### config.mk
export PLATFORM = sky130hd
export DESIGN_NAME = bypass_subtractor_seq
export DESIGN_NICKNAME = d
export VERILOG_FILES = /design/src/rtl/bypass_subtractor_seq.sv
export SDC_FILE = /design/constraint.sdc
export NUM_CORES = 1
export LEC_CHECK = 0
export ABC_CLOCK_PERIOD_IN_PS = 3740
export BUFFER_PORTS_ARGS = -buffer_cell sky130_fd_sc_hd__buf_2
export CORE_MARGIN = 1.5
export CORE_UTILIZATION = 32
export CTS_CLUSTER_SIZE = 30
export DETAILED_ROUTE_END_ITERATION = 6
export PLACE_DENSITY_LB_ADDON = 0.1
export SYNTH_ARGS = -nofsm -noshare
export SYNTH_HDL_FRONTEND = slang
export SYNTH_SLANG_ARGS = --single-unit
### constraint.sdc
create_clock -name clk -period 3.74 [get_ports clk]
set_input_delay 0.187 -clock clk [delete_from_list [all_inputs] [get_ports clk]]
set_output_delay 0.187 -clock clk [all_outputs]
set_load 0.02 [all_outputs]
### src/rtl/bypass_subtractor_seq.sv
// Sequential skip-borrow subtractor: Diff = A - B - Bin, one BLOCK-bit slice per cycle.
// Define BYPASS_SUB_OVERFLOW_EN to add the signed-overflow output Ovf.
module bypass_subtractor_seq #(
  parameter int unsigned WIDTH = 32,
  parameter int unsigned BLOCK = 4
) (
  input  logic             clk,
  input  logic             rst_n,
  input  logic             in_valid,
  output logic             in_ready,
  input  logic [WIDTH-1:0] A,
  input  logic [WIDTH-1:0] B,
  input  logic             Bin,
  output logic             out_valid,
  input  logic             out_ready,
  output logic [WIDTH-1:0] Diff,
  output logic             Bout,
`ifdef BYPASS_SUB_OVERFLOW_EN
  output logic             Ovf,
`endif
  output logic             busy
);

  localparam int unsigned NBLK = WIDTH / BLOCK;
  localparam int unsigned IdxW = (NBLK > 1) ? $clog2(NBLK) : 1;

  if (WIDTH % BLOCK != 0) begin : gen_width_check
    $error("WIDTH must be a multiple of BLOCK");
  end

  typedef enum logic [1:0] {StIdle, StRun, StDone} state_e;

  state_e            state_q, state_d;
  logic [IdxW-1:0]   idx_q, idx_d;
  logic [WIDTH-1:0]  a_q, a_d, b_q, b_d, diff_q, diff_d;
  logic              borrow_q, borrow_d, bout_q, bout_d;
  logic [BLOCK-1:0]  blk_a, blk_b, blk_diff;
  logic              ripple_br, blk_prop, blk_bout;
`ifdef BYPASS_SUB_OVERFLOW_EN
  logic              ovf_q, ovf_d;
`endif

  assign blk_a = a_q[idx_q*BLOCK +: BLOCK];
  assign blk_b = b_q[idx_q*BLOCK +: BLOCK];

  // Ripple borrow supplies the sum bits; the skip path bypasses it when every bit propagates.
  always_comb begin
    ripple_br = borrow_q;
    blk_diff  = '0;
    for (int i = 0; i < int'(BLOCK); i++) begin
      blk_diff[i] = blk_a[i] ^ blk_b[i] ^ ripple_br;
      ripple_br   = (~blk_a[i] & blk_b[i]) | (~(blk_a[i] ^ blk_b[i]) & ripple_br);
    end
    blk_prop = &(blk_a ~^ blk_b);
    blk_bout = blk_prop ? borrow_q : ripple_br;
  end

  always_comb begin
    state_d  = state_q;
    idx_d    = idx_q;
    a_d      = a_q;
    b_d      = b_q;
    borrow_d = borrow_q;
    diff_d   = diff_q;
    bout_d   = bout_q;
`ifdef BYPASS_SUB_OVERFLOW_EN
    ovf_d    = ovf_q;
`endif
    unique case (state_q)
      StIdle: begin
        if (in_valid) begin
          a_d      = A;
          b_d      = B;
          borrow_d = Bin;
          idx_d    = '0;
          state_d  = StRun;
        end
      end
      StRun: begin
        diff_d[idx_q*BLOCK +: BLOCK] = blk_diff;
        borrow_d = blk_bout;
        idx_d    = idx_q + IdxW'(1);
        if (idx_q == IdxW'(NBLK - 1)) begin
          bout_d  = blk_bout;
          idx_d   = '0;
          state_d = StDone;
`ifdef BYPASS_SUB_OVERFLOW_EN
          // Operands of differing sign whose result sign differs from the minuend overflow.
          ovf_d   = (a_q[WIDTH-1] != b_q[WIDTH-1]) && (diff_d[WIDTH-1] != a_q[WIDTH-1]);
`endif
        end
      end
      StDone: begin
        if (out_ready) state_d = StIdle;
      end
      default: state_d = StIdle;
    endcase
  end

  always_ff @(posedge clk or negedge rst_n) begin
    if (!rst_n) begin
      state_q  <= StIdle;
      idx_q    <= '0;
      a_q      <= '0;
      b_q      <= '0;
      borrow_q <= 1'b0;
      diff_q   <= '0;
      bout_q   <= 1'b0;
`ifdef BYPASS_SUB_OVERFLOW_EN
      ovf_q    <= 1'b0;
`endif
    end else begin
      state_q  <= state_d;
      idx_q    <= idx_d;
      a_q      <= a_d;
      b_q      <= b_d;
      borrow_q <= borrow_d;
      diff_q   <= diff_d;
      bout_q   <= bout_d;
`ifdef BYPASS_SUB_OVERFLOW_EN
      ovf_q    <= ovf_d;
`endif
    end
  end

  assign in_ready  = (state_q == StIdle);
  assign out_valid = (state_q == StDone);
  assign busy      = (state_q != StIdle);
  assign Diff      = diff_q;
  assign Bout      = bout_q;
`ifdef BYPASS_SUB_OVERFLOW_EN
  assign Ovf       = ovf_q;
`endif

endmodule

==> results of run 1 <==
==> cells in the mapped netlist (all sizes together) (2+ instances only) <==
library cell / n
o22ai: 4
a221o: 5
o21ai: 4
mux2i: 14
or2: 2
mux4: 8
nor2: 15
or3b: 2
dfrtp: 103
or3: 2
mux2: 100
o31ai: 3
a221oi: 4
nand4b: 3
fa: 4
nand3b: 2
buf: 8
inv: 10
clkbuf: 5
nor3: 4
ha: 11
nand2: 11
or4b: 2
==> stage by stage <==
stage	total power [uW]	area, um^2	hold slack, ns
global route	6390	5860	0.0455
floorplan	4100	4820	-0.109
detailed placement	5110	5580	0.421
CTS	6040	5860	0.0474
finish	5930	5860	0.00791
global placement	5070	5580	0.419
==> area by class of cell <==
cell class,count,area share [%]
well taps,184,3.93
multi-input cells,212,36.7
clock buffers,11,4.31
inverters,11,0.704
repair buffers,111,9.82
clock inverters,5,0.555
flip-flops and latches,103,44.0
==> power breakdown <==
| group | switching [uW] | internal, uW | total, uW |
|---|---|---|---|
| registers | 338 | 1640 | 1980 |
| clock network | 419 | 487 | 906 |
| logic | 1620 | 1420 | 3040 |
==> routing by layer <==
| metal | track usage [%] | routed length (um) | vias up | share of wire [%] |
|---|---|---|---|---|
| li1 | - | - | 1463 | - |
| met1 | 19.2 | 5210 | 1582 | 46 |
| met2 | 25.6 | 5420 | 79 | 48 |
| met3 | 5.10 | 578 | 7 | 5.1 |
| met4 | 3.85 | 107 | 0 | 0.95 |
| met5 | 0 | 0 | - | 0 |
==> registers in the layout (all words and copies together), names as in the netlist <==
name and flops:
borrow_q 1, state_q 2, Bout 1, Diff 32, b_q 32, idx_q 3
a_q 32
==> placed cells by master (no fill, tap or decap), types with 2 or more instances in the layout <==
master     Yosys  final
o21ai_0        4      4
ha_1          11     11
o31ai_1        3      3
mux4_2         8      8
nand3b_1       2      2
a221o_1        5      5
nand4b_1       3      3
clkbuf_8       0      2
o22ai_1        4      4
clkinv_2       0      3
buf_4          0      8
dfrtp_1      103    103
buf_2          8    103
or3_1          2      2
a221oi_1       4      4
nor3_1         4      4
mux2_2       100    100
fa_1           4      4
clkinv_4       0      2
mux2i_1       14     14
nand2_1       11     11
clkbuf_16      0      9
inv_1         10     10
nor2_1        15     15
or3b_2         2      2
==> worst max-delay path by stage <==
stage | from | to | depth (start not counted)
2_1_floorplan | idx_q[1]$_DFFE_PN0P_ | Diff[7]$_DFFE_PN0P_ | 12
3_3_place_gp | idx_q[1]$_DFFE_PN0P_ | Diff[7]$_DFFE_PN0P_ | 10
3_5_place_dp | idx_q[1]$_DFFE_PN0P_ | Diff[23]$_DFFE_PN0P_ | 10
4_1_cts | idx_q[1]$_DFFE_PN0P_ | Diff[23]$_DFFE_PN0P_ | 10
5_1_grt | idx_q[2]$_DFFE_PN0P_ | Diff[7]$_DFFE_PN0P_ | 10
6_report | idx_q[1]$_DFFE_PN0P_ | Diff[23]$_DFFE_PN0P_ | 10
==> cell families after synthesis <==
logic type / share of synthesized area [%]
buffers and inverters: 2.08
muxes: 30.0
AOI/OAI and AO/OA: 3.74
and+or+nand+nor: 6.25
adders and majority gates: 4.51
DFF: 53.4
==> qor.csv, run 1 <==
metric,value,unit
status,"finished, final reports clean",
Inst Count DP,621,
total leakage power,0.00277,uW
Final Hold Fails,0,
dpl ws,0.407,ns
"slowest stage cell, crit path",fa_1,
first-pass GRT wire length,18600,um
Post-CTS Setup Bufs,0,
RSZ-0062 raised after global routing,false,
Post-synth EDFFs,0,
Fmax achieved,0.303,GHz
Netlist cell types,38,
worst-margin pin slew,1.04,ns
MaxCap Viol Count,0,
drt wl/cell,17.8,um
residual DRC count,0,
# rows,44,
Synth area leader,dfrtp_1,
clock skew,0.00643,ns
All-Layer GR Usage,15.3,%
"Max FO, Critical Path",24,
R2R Setup Slk,0.44,ns
register area,0.00258,mm^2
register area share after synthesis,53.4,%
Worst-path clk slew,0.07,ns
Mean Syn Cell Area,14.2,um^2
die footprint,0.0158,mm^2
total gr overflow,0,
Root Buffer,clkbuf_16,
R2R Path Start,idx_q[1]$_DFFE_PN0P_,
cell family with most CP delay,adder cells,
Area growth syn-to-layout,21.5,%
DR vias/cell,4.92,
CTS tree,built,
worst path cell trace,buf_4 > mux2_2 > o22ai_1 > a221oi_1 > fa_1 > fa_1 > inv_1 > fa_1 > nor2_1 > mux2_2,
asr flop ratio synth,100,%
layout cell share with drive strength beyond 1,53.2,%
area of the multi-input gates,0.00215,mm^2
drt pass-1 iters,6,
Post-Syn Nets,423,
Critical Path RT,4.03,ns
width of the die,126,um
worst reg2reg path endpoint,Diff[23]$_DFFE_PN0P_,
Routed WL,11300,um
Final min period,3.30,ns
warnings from Yosys,0,
Antenna Nets Post-Route,0,
Slew Limit Fails,0,
Vias,3131,
Core Area,0.0146,mm^2
crit path DAT,3.59,ns
relative max-transition margin,30.4,%
post-CTS resize count,0,
Fin Setup TNS,0,ns
power per cell area,1010,mW/mm^2
"Largest stage delay, worst path",0.51,ns
Startpoint Class,flip-flop,
share of the synthesized area in the top cell type,53.4,%
Die Ht,126,um
mapped cell area,0.00482,mm^2
clock latency on the worst-skew pair,0.35,ns
starting density of the core,32.9,%
maximum VDD drop,0.000400,V
CTS Buffer Depth,2,
dpl hpwl,8480,um
vias in the first global route,3354,
final-layout fill cell count,1400,
Final setup viols,0,
IO Count,105,
Critical Path Most Common Cell,fa_1,
CP endpoint kind,flip-flop,
Mapped Cells,339,
Area contributors post-synth,"dfrtp_1 (53%), mux2_2 (23%), mux4_2 (3.7%), mux2i_1 (2.9%), ha_1 (2.9%)",
number of port buffers,104,
TritonCTS Buffers,9,
largest net degree at the start of global routing,81,
Post-Layout Cell Count,637,
total clock sinks,103,
critical path type,flip-flop to flip-flop,
CP bufs+invs,2,
diode count,0,
worst hold path type,primary input to async pin,
r2r worst-path depth,10,
Final nets,532,
DR iter-0 viols,110,
fin util,40.0,%
setup ws final,0.438,ns
Seq cells post-synth,103,
period utilization,88.3,%
Final GP Congestion,0.727,
ys flop type,dfrtp_1,
initial antenna violation count,0,
H-tree Lvls,3,
count of hold-fix buffers inserted at cts,0,
No activity file was read; power rests on OpenSTA's default activity.
==> inputs of run 2 (changes only) <==
--- a/config.mk
+++ b/config.mk
@@ -12,6 +12,7 @@
 export CTS_CLUSTER_SIZE = 30
 export DETAILED_ROUTE_END_ITERATION = 6
 export PLACE_DENSITY_LB_ADDON = 0.1
+export RECOVER_POWER = 100
 export SYNTH_ARGS = -nofsm -noshare
 export SYNTH_HDL_FRONTEND = slang
 export SYNTH_SLANG_ARGS = --single-unit
==> run 2 against run 1 <==
- the run now ends with DRC, capacitance limit, slew limit left
- maximum frequency shrank 4.7%
- critical path depth decreased by 4
- global-route usage stayed put
- sequential power is essentially flat
- via count grew 0.99%
- die area is the same
- wire length grew 1.1%
==> qor.csv, run 2 (synthesized netlist as in run 1, its figures left out) <==
metric,value,unit
status,"complete, but fails checks",
violated checks,"DRC, capacitance limit, slew limit",
residual DRC count,2,
largest net degree at the start of global routing,81,
Final Hold Fails,0,
power per cell area,1010,mW/mm^2
Post-Layout Cell Count,637,
IO Count,105,
Die Ht,126,um
relative max-transition margin,-38.9,%
die footprint,0.0158,mm^2
clock latency on the worst-skew pair,0.35,ns
count of hold-fix buffers inserted at cts,0,
CTS Buffer Depth,2,
diode count,0,
Worst Setup SP,idx_q[0]$_DFFE_PN0P_,
# rows,44,
Final GP Congestion,0.727,
number of port buffers,104,
TritonCTS Buffers,9,
Slew Limit Fails,112,
"slowest stage cell, crit path",nor4b_1,
Antenna Nets Post-Route,0,
dpl hpwl,8480,um
most frequent cells in the layout,"dfrtp_1 (103), mux2_2 (100), buf_2 (67)",
Vias,3162,
"most common cell after layout, fill and taps aside",dfrtp_1,
initial antenna violation count,0,
drt wl/cell,18.0,um
CP endpoint kind,flip-flop,
Worst-path clk slew,0.07,ns
"Largest stage delay, worst path",0.82,ns
layout cell share with drive strength beyond 1,43.9,%
Startpoint Class,flip-flop,
Final nets,532,
vias in the first global route,3354,
All-Layer GR Usage,15.3,%
Final min period,3.46,ns
"Max FO, Critical Path",17,
Fmax achieved,0.289,GHz
RSZ-0062 raised after global routing,false,
DR vias/cell,4.96,
placed cell area,0.00558,mm^2
dpl ws,0.407,ns
final-layout fill cell count,1429,
first-pass GRT wire length,18600,um
H-tree Lvls,3,
post-CTS resize count,0,
worst-margin pin slew,2.08,ns
Inst Count DP,621,
total leakage power,0.00261,uW
MaxCap Viol Count,2,
width of the die,126,um
Root Buffer,clkbuf_16,
Area growth syn-to-layout,19.8,%
total clock sinks,103,
clock skew,0.00607,ns
Fin Setup TNS,0,ns
worst hold path type,primary input to flip-flop,
Final setup viols,0,
Routed WL,11400,um
maximum VDD drop,0.000398,V
Critical Path RT,3.97,ns
Post-CTS Setup Bufs,0,
crit path DAT,3.70,ns
drt pass-1 iters,7,
CTS tree,built,
R2R Path Start,idx_q[0]$_DFFE_PN0P_,
setup ws final,0.277,ns
starting density of the core,32.9,%
DR iter-0 viols,109,
worst path cell trace,clkinv_1 > clkbuf_1 > ha_1 > or4b_1 > nor4b_1 > mux2_2,
Hold Path Origin,B[28],
Core Area,0.0146,mm^2
post-route cell area,0.00578,mm^2
period utilization,92.6,%
critical path type,flip-flop to flip-flop,
total gr overflow,0,
run 2: cell types whose count changed in the layout (fill, tap and decap cells not counted):
| cell | delta |
|---|---|
| clkbuf_2 | +1 |
| buf_2 | -36 |
| or4b_1 | +1 |
| or2_1 | -1 |
| nor4b_1 | +1 |
| buf_4 | -5 |
| or4b_4 | -1 |
| or2_0 | +1 |
| nor4b_4 | -1 |
| clkbuf_1 | +40 |
run 2: layout make-up:
class	instances	area (um^2)	area share, %
sequential	103	2580	44.6
timing repair buffer	111	513	8.87
tap	184	230	3.98
clock inverter	5	32.5	0.563
inverter	11	41.3	0.714
clock buffer	11	253	4.37
multi-input combinational	212	2130	36.9
run 2: worst max-delay path, delay by kind of cell, from the launching register on:
family / cells / cell delay (ns)
fa+ha+maj: 1 / 0.41
buf+inv: 2 / 0.43
simple gates: 2 / 1.43
mux: 1 / 0.41
flops: 1 / 0.66
run 2: per-stage QoR:
stage,power [uW],hold WS (ns),util [%]
2_1_floorplan,4100,-0.109,-
3_3_place_gp,5070,0.419,38.1
3_5_place_dp,5110,0.421,38.1
4_1_cts,6040,0.0474,40.0
5_1_grt,6320,0.0456,39.5
6_report,5860,0.0651,39.5
run 2: per-layer routing:
layer  routed length (um)  vias to the layer above  GRT usage, %
met3                  604                        9          5.10
met5                    0                        -             0
met2                 5540                       82          25.6
li1                     -                     1464             -
met1                 5190                     1607          19.2
met4                  111                        0          3.85
run 2: report_power, final:
part / internal, uW / total (uW) / switching [uW]
Combinational: 1360 / 2970 / 1610
Clock: 487 / 906 / 419
Sequential: 1640 / 1980 / 344
run 2: path summary, 6_finish.rpt:
path                                         to  slack, ns  depth (start not counted)
max                        Diff[17]$_DFFE_PN0P_       0.28                          6
min reg2reg                 a_q[13]$_DFFE_PN0P_       0.51                          1
min                         b_q[28]$_DFFE_PN0P_       0.07                          2
max in group asynchronous   a_q[26]$_DFFE_PN0P_       1.24                          2
max reg2reg                Diff[17]$_DFFE_PN0P_       0.28                          6
min in group asynchronous  Diff[12]$_DFFE_PN0P_       0.40                          1
